[config.mk]
export PLATFORM = sky130hd
export DESIGN_NAME = lcd_text_buffer
export DESIGN_NICKNAME = d
export VERILOG_FILES = /design/src/rtl/lcd_text_buffer.sv
export SDC_FILE = /design/constraint.sdc
export NUM_CORES = 1
export LEC_CHECK = 0
export ABC_CLOCK_PERIOD_IN_PS = 5800
export CAP_MARGIN = 25
export CORE_MARGIN = 1.5
export CORE_UTILIZATION = 57
export DETAILED_ROUTE_END_ITERATION = 6
export MAX_ROUTING_LAYER = met4
export PLACE_DENSITY = 0.74
export SLEW_MARGIN = 5
export SYNTH_ARGS = -nofsm -noshare
export SYNTH_HDL_FRONTEND = slang
export SYNTH_SLANG_ARGS = --single-unit
[constraint.sdc]
create_clock -name clk -period 5.8 [get_ports clk]
set_clock_uncertainty 0.1 [all_clocks]
set_input_delay 1.16 -clock clk [delete_from_list [all_inputs] [get_ports clk]]
set_output_delay 1.16 -clock clk [all_outputs]
set_load 0.02 [all_outputs]
[src/rtl/lcd_text_buffer.sv]
// 2xCOLS character frame buffer with a periodic refresh sequencer that streams
// changed frames to the HD44780 bus driver over a valid/ready byte interface.
module lcd_text_buffer #(
    parameter int unsigned COLS           = 16,
    parameter int unsigned REFRESH_CYCLES = 500000,
    localparam int unsigned AW            = $clog2(2 * COLS)
) (
    input  logic          clk,
    input  logic          rst,
    input  logic          wr_en,
    input  logic [AW-1:0] wr_addr,
    input  logic [7:0]    wr_char,
    input  logic          clear,
    output logic          out_valid,
    output logic          out_rs,
    output logic [7:0]    out_data,
    input  logic          out_ready,
    output logic          frame_done,
    output logic          busy
);

    localparam int unsigned CELLS = 2 * COLS;
    localparam int unsigned CW    = (COLS > 1) ? $clog2(COLS) : 1;
    localparam int unsigned TW    = $clog2(REFRESH_CYCLES);
    localparam logic [7:0]  SPACE    = 8'h20;
    localparam logic [7:0]  CMD_ROW0 = 8'h80;
    localparam logic [7:0]  CMD_ROW1 = 8'hC0;

    typedef enum logic [2:0] {
        S_IDLE,
        S_CMD0,
        S_ROW0,
        S_CMD1,
        S_ROW1
    } state_t;

    logic [7:0]    r_buf [CELLS];
    logic          r_dirty;
    logic [TW-1:0] r_cnt;
    state_t        r_state;
    logic [CW-1:0] r_col;
    logic          r_valid;
    logic          r_rs;
    logic [7:0]    r_data;
    logic          r_done;
    logic          r_busy;

    logic          w_tick;
    logic          w_wr_ok;
    logic          w_start;
    logic          w_xfer;
    logic          w_last_col;
    logic [CW-1:0] w_next_col;
    logic [AW-1:0] w_rd_row0;
    logic [AW-1:0] w_rd_row1;

    assign w_tick     = (r_cnt == TW'(REFRESH_CYCLES - 1));
    assign w_wr_ok    = wr_en && (32'(wr_addr) < CELLS);
    assign w_start    = (r_state == S_IDLE) && w_tick && r_dirty;
    assign w_xfer     = r_valid && out_ready;
    assign w_last_col = (r_col == CW'(COLS - 1));
    assign w_next_col = r_col + CW'(1);
    // Buffer addresses of the character following the one on the bus
    assign w_rd_row0  = AW'(w_next_col);
    assign w_rd_row1  = AW'(COLS) + AW'(w_next_col);

    assign out_valid  = r_valid;
    assign out_rs     = r_rs;
    assign out_data   = r_data;
    assign frame_done = r_done;
    assign busy       = r_busy;

    // Free-running refresh tick counter
    always_ff @(posedge clk) begin
        if (rst || w_tick) begin
            r_cnt <= '0;
        end else begin
            r_cnt <= r_cnt + TW'(1);
        end
    end

    // Character storage: clear first so a simultaneous write lands on top
    always_ff @(posedge clk) begin
        if (rst) begin
            for (int i = 0; i < int'(CELLS); i++) begin
                r_buf[i] <= SPACE;
            end
        end else begin
            if (clear) begin
                for (int i = 0; i < int'(CELLS); i++) begin
                    r_buf[i] <= SPACE;
                end
            end
            if (w_wr_ok) begin
                r_buf[wr_addr] <= wr_char;
            end
        end
    end

    // A change in the frame-start cycle must survive into the next frame
    always_ff @(posedge clk) begin
        if (rst) begin
            r_dirty <= 1'b1;
        end else if (w_wr_ok || clear) begin
            r_dirty <= 1'b1;
        end else if (w_start) begin
            r_dirty <= 1'b0;
        end
    end

    // Refresh sequencer; bus bytes are loaded on state entry and on each transfer
    always_ff @(posedge clk) begin
        if (rst) begin
            r_state <= S_IDLE;
            r_col   <= '0;
            r_valid <= 1'b0;
            r_rs    <= 1'b0;
            r_data  <= 8'h00;
            r_done  <= 1'b0;
            r_busy  <= 1'b0;
        end else begin
            r_done <= 1'b0;
            case (r_state)
                S_IDLE: begin
                    if (w_start) begin
                        r_state <= S_CMD0;
                        r_valid <= 1'b1;
                        r_rs    <= 1'b0;
                        r_data  <= CMD_ROW0;
                        r_busy  <= 1'b1;
                    end
                end
                S_CMD0: begin
                    if (w_xfer) begin
                        r_state <= S_ROW0;
                        r_col   <= '0;
                        r_rs    <= 1'b1;
                        r_data  <= r_buf[0];
                    end
                end
                S_ROW0: begin
                    if (w_xfer) begin
                        if (w_last_col) begin
                            r_state <= S_CMD1;
                            r_rs    <= 1'b0;
                            r_data  <= CMD_ROW1;
                        end else begin
                            r_col  <= w_next_col;
                            r_data <= r_buf[w_rd_row0];
                        end
                    end
                end
                S_CMD1: begin
                    if (w_xfer) begin
                        r_state <= S_ROW1;
                        r_col   <= '0;
                        r_rs    <= 1'b1;
                        r_data  <= r_buf[AW'(COLS)];
                    end
                end
                S_ROW1: begin
                    if (w_xfer) begin
                        if (w_last_col) begin
                            r_state <= S_IDLE;
                            r_col   <= '0;
                            r_valid <= 1'b0;
                            r_rs    <= 1'b0;
                            r_data  <= 8'h00;
                            r_done  <= 1'b1;
                            r_busy  <= 1'b0;
                        end else begin
                            r_col  <= w_next_col;
                            r_data <= r_buf[w_rd_row1];
                        end
                    end
                end
                default: begin
                    r_state <= S_IDLE;
                end
            endcase
        end
    end

endmodule

### Yosys cells after proc, flatten, opt, wreduce, memory -nomap -nowiden

Memories as Yosys holds them, arrays and structs flattened.
Cells that the tools add are included.

* flip-flop bits (word level): 38
* RAM bits: 256
* input bits: 18
* output and inout bits: 12
* logic and storage cells: 152
* memories kept: 1

Memory list
* r_buf: depth 32, width 8, read ports 4, clocked after memory_dff 0, wr ports 33, line 37 `logic [7:0] r_buf [CELLS];`

* add/sub/neg operators: 3
* equality and inequality tests: 17
* mux-type cells: 70
* bitwise logic cells: 34
* reduce and logical (&&, ||, !) cells: 19

Operators by type and width (number)
* 2-to-1 mux 8 bit: 39
* one-hot mux 8 bit (5 select lines): 1
* bitwise OR 1 bit: 32
* 2-to-1 mux 3 bit: 7
* 2-to-1 mux 4 bit: 5
* adder 19 x 1 -> 19 bit, second input constant: 1
* equality test 19 bit, second input constant: 1
* inequality test 2 bit, second input constant: 8
* one-hot mux 3 bit (5 select lines): 1
* 2-to-1 mux 1 bit: 14
* one-hot mux 4 bit (3 select lines): 1
* AND reduction 5 bit: 2
* AND reduction 7 bit: 1
* equality test 3 x 2 -> 1 bit, second input constant: 2
* inequality test 2 x 1 -> 1 bit, second input constant: 3
* AND reduction 6 bit: 1
* nonzero test 3 bit: 2
* OR reduction 2 bit: 3
* adder 5 x 4 -> 5 bit, first input constant: 1
* nonzero test 5 bit: 1
* adder 4 x 1 -> 4 bit, second input constant: 1
* equality test 4 bit, second input constant: 1
* AND reduction 4 bit: 1
* equality test 3 x 1 -> 1 bit, second input constant: 1
* other kinds (9): 13

### Logic depth before layout (Yosys ltp)

An unclocked memory read counts as a cell.

* depth in word-level cells: 6
* gate-level depth with buffers: 9
* mapped depth without buffers: 7

### Worst setup path after synthesis

No wires, ideal clock.

* path type: in2reg
* start point: input port rst
* end point: memory r_buf[28][0], enable pin
* library setup time: 328 ps
* arrival time: 2413 ps
* required time: 5372 ps
* setup slack: 2958 ps
* stages: 6
* buffers on the path: 2
* cells stage by stage: nand2b_1 or3_1 clkbuf_1 clkbuf_1 nor2_1 or3_1

RTL lines
* start: declaration: line 9 `input logic rst,`
* end: declaration: line 37

### Worst setup path after layout

* start point: register r_col[0]
* end point: register r_data[1], in the netlist out_data[1]

* longest elaborated chain between the ends: 6
* elaborated cells between the ends (all ways): 9
* those cells by class: add/sub: 2; eq/ne: 1; mux: 5; memory: 1

RTL lines
* start: declaration: line 41 `logic [CW-1:0] r_col;`
* start signal: assignment: line 148 `r_col <= w_next_col;`
* start signal: assignment: line 172 `r_col <= w_next_col;`
* adder 4 x 1 -> 4 bit: line 62 `assign w_next_col = r_col + CW'(1);`
* adder 5 x 4 -> 5 bit: line 65 `assign w_rd_row1 = AW'(COLS) + AW'(w_next_col);`
* memory read (32 x 8 bit)
* 2-to-1 mux 8 bit: line 163 `if (w_last_col) begin`
* 2-to-1 mux 8 bit: line 162 `if (w_xfer) begin`
* one-hot mux 8 bit (5 select lines) *: line 123 `case (r_state)`
* end signal: assignment: line 138 `r_data <= r_buf[0];`
* end signal: assignment: line 158 `r_data <= r_buf[AW'(COLS)];`
* end signal: assignment: line 173 `r_data <= r_buf[w_rd_row1];`
* end: declaration: line 44 `logic [7:0] r_data;`

Every way passes the cells marked *; elsewhere a longest branch is shown, timed or not. The select of a mux whose other input is x is not followed.
A chain may end at the register's enable or synchronous reset.

==> summary.txt <==
Status
  – Status: finished, final reports clean

Run
  – MaxCap Viol Count: 0

Worst setup path
  – Worst-path fanout max: 40
  – CP startpoint kind: flip-flop
  – RR Startpoint: r_col[0]
  – Flop2flop setup slack: ~1900 ps
  – CP endpoint kind: flip-flop
  – Cell chain of the critical path: buf_4, ha_2, buf_4, and2_1, a22oi_1, a31oi_1, a21oi_1, a211o_1
  – Crit-path max cell delay: 680 ps
  – Worst EP required: a little over 6000 ps
  – Slowest CP cell: ha_2
  – CP arrival: 4280 ps
  – Most numerous cell on the critical path: buf_4
  – Crit Reg-Reg Endpoint: out_data[1]
  – Worst r2r path cells: 8
  – Crit path kind: reg2reg

Clock tree
  – Root Driver: clkbuf_16
  – H-Tree Depth: 1
  – CTS max path bufs: 3
  – CTS buffer count: 30
  – Clock latency on the worst-skew pair: 560 ps
  – Postcts setup bufs: 0
  – CTS Hold Bufs: 0
  – CTS tree: yes
  – Reg clk slew, reported paths: around 60 ps
  – Clk sinks: between 200 and 300
  – Post-CTS Resized: 0

GRT
  – Gr usage total: 29.4%
  – Vias in the first global route: between 8000 and 9000
  – Met1 Track Usage GR: approximately 39%
  – Initial antenna violation count: 0
  – Grt ovf: 0
  – GR peak layer: met2
  – Routing usage on met2: a little under half
  – Met3 Resource Use GR: ~3.9%
  – Largest net degree at the start of global routing: 48
  – First-pass GRT wire length: about 52000 um

Layout
  – Antenna cells: 0
  – Nets: between 1000 and 1500
  – Commonest non-fill, non-tap cell in the layout: edfxtp_1
  – P&R area growth vs syn: 10.2%
  – Commonest non-fill, non-tap cells in the layout: 256 x edfxtp_1, 226 x and2_1, 83 x nor2_1, 82 x nand2_1, 67 x or3_1
  – Post-Layout Cell Count: between 1000 and 1500
  – Fillcell total: 1775
  – Fraction of layout cells with a size suffix above 1: between 10% and 20%

Min path
  – Hold Path Class: reg2reg
  – Worst Hold Endpoint: r_cnt[0]
  – WHS Path Cells: 1
  – Worst hold start: r_cnt[0]

Placed design
  – Hpwl dp: ~22000 um
  – Port bufs: 29
  – Placed insts: roughly 1400
  – Placer congestion estimate: a little under 0.9

Floorplan
  – Initial Util: between 50% and 60%
  – FP Rows: 56
  – Die Area: 0.0251 mm^2
  – Core footprint: roughly 0.024 mm^2
  – DIE WIDTH: about 160 um
  – Die Ht: between 150 and 200 um
  – Num ports: 30

Yosys
  – Synthesized area: between 0.01 and 0.015 mm^2
  – Syn_nets: ~1100
  – Distinct cells, synth: 50
  – Synth area leader: edfxtp_1
  – Top cells by area, synth: edfxtp_1 56%, and2_1 10%, mux4_2 6.0%, dfxtp_1 5.5%, mux2i_1 3.6%
  – Register area share after synthesis: between 60% and 70%
  – Register bit total from synthesis: 294
  – Synth Flop Type: edfxtp_1
  – YS warnings: 0
  – Share of synthesized registers carrying an async set or reset: 0%
  – Syn Area/Cell: between 10 and 15 um^2
  – Post-synthesis cell count: between 1000 and 1500
  – Synth top area share: 55.7%
  – Number of flops mapped to enable cells by yosys: between 200 and 300

Pwr
  – Comb power frac: under 10%
  – Sw frac: between 20% and 30%
  – Seq pwr share: between 50% and 60%
  – Clk pwr share: between 40% and 50%
  – Max VDD drop: between 0.2 and 0.25 mV
  – Pwr dens: around 300 mW/mm^2
  – Int Pwr: 3.56 mW
  – Switching pwr: around 1.0 mW
  – Static Leakage: around 5.3 nW

STA
  – Pins Over Slew Limit: 0
  – RSZ-0062 raised after global routing: no
  – Fmax: roughly 250 MHz
  – Setup TNS: 0 ps
  – Slew margin rel.: 40.2%
  – Crit path time final: 3930 ps
  – Worst Max-Slew Pin Slew: around 900 ps
  – Endpoints failing setup: 0
  – Final Hold Viols: 0
  – Final worst-path cycle share: between 60% and 70%

Route
  – Vias: ~8900
  – ANT nets after route: 0
  – Routed vias/inst: between 6 and 7
  – DRT iter0 DRCs: between 1000 and 1500
  – Drt pass-1 iters: 5
  – # DRC: 0
  – WL/cell: 24.4 um
  – Routed wire length: approximately 35000 um
## layout make-up
| cell class | count | area (um^2) | area share [%] |
|---|---|---|---|
| tap | 319 | 399 | 2.62 |
| sequential | 294 | 8450 | 55.6 |
| multi-input combinational | 723 | 5040 | 33.1 |
| clock inverter | 18 | 164 | 1.08 |
| clock buffer | 38 | 833 | 5.48 |
| timing repair buffer | 39 | 313 | 2.06 |
| inverter | 3 | 11.3 | 0.0741 |
## per-layer routing
layer / share of wire, % / up-vias
met3: 9.2 / 81
met4: 3.3 / 0
met1: 40 / 4379
met5: 0 / -
li1: - / 3960
met2: 48 / 478
## metrics by stage
stage / power, mW / utilization (%) / area (um^2) / hold WS (ps) / setup slack, ps
2_1_floorplan: 2.56 / - / 13800 / 326 / 2960
3_3_place_gp: 2.66 / 60.1 / 14200 / 344 / 1920
3_5_place_dp: 2.66 / 60.1 / 14200 / 348 / 1910
4_1_cts: 4.56 / 64.3 / 15200 / 362 / 1970
5_1_grt: 4.66 / 64.4 / 15200 / 427 / 1720
6_report: 4.56 / 64.4 / 15200 / 363 / 1870
## Yosys cell counts (all sizes together), types with 3 or more instances
master  count
nand4      13
or3        67
buf        23
a32oi       8
a21oi      16
nand3b      5
nor2b       6
or3b        3
dfxtp      38
xor2       14
nand2b      5
and2      226
a22oi      10
a31oi       6
and3        3
nor2       83
edfxtp    256
nand3      37
o211ai      3
nor3        6
mux2i      49
xnor2       9
a211o       5
mux4       37
inv         3
clkbuf     52
o22ai       6
nand2      82
## registers in the layout, indices dropped and copies added (netlist names)
signal      flops
out_data        8
busy            1
out_rs          1
r_state         3
r_dirty         1
frame_done      1
r_col           4
r_buf         256
r_cnt          19
## power by group through the flow
stage               sequential, mW  combinational (mW)  clock [mW]
detailed placement            2.48               0.181           0
finish                        2.44               0.186        1.94
global placement              2.48               0.179           0
CTS                           2.44               0.182        1.94
floorplan                     2.45               0.109           0
global route                  2.45               0.196        2.02
## how the worst max path moves through the flow
stage	slack, ps	end	cells after the start	from
after detailed placement	1910	r_buf[5][2]	5	wr_en
after CTS	1970	out_data[1]	8	r_col[0]
after floorplan	2960	r_buf[28][0]	6	rst
final	1870	out_data[1]	8	r_col[0]
after global routing	1720	out_data[0]	8	r_col[0]
after global placement	1920	r_buf[31][0]	5	wr_en
## critical path, delay by kind of cell (launching register included)
| kind | cells | cell delay (ps) |
|---|---|---|
| buffers and inverters | 2 | 1020 |
| AO/OA/AOI/OAI | 4 | 990 |
| adder cells (fa/ha/maj) | 1 | 680 |
| AND/OR/NAND/NOR | 1 | 680 |
| flip-flops | 1 | 310 |
## cell families after synthesis
family          count (synthesis)  share of synthesized area (%)
fa+ha+maj                       2                          0.181
mux                            87                           9.68
flops                         294                           61.2
buf+inv                        78                           2.39
compound gates                 67                           3.44
xor+xnor                       23                           1.51
simple gates                  544                           21.5
Power figures use the tool's default switching activity.
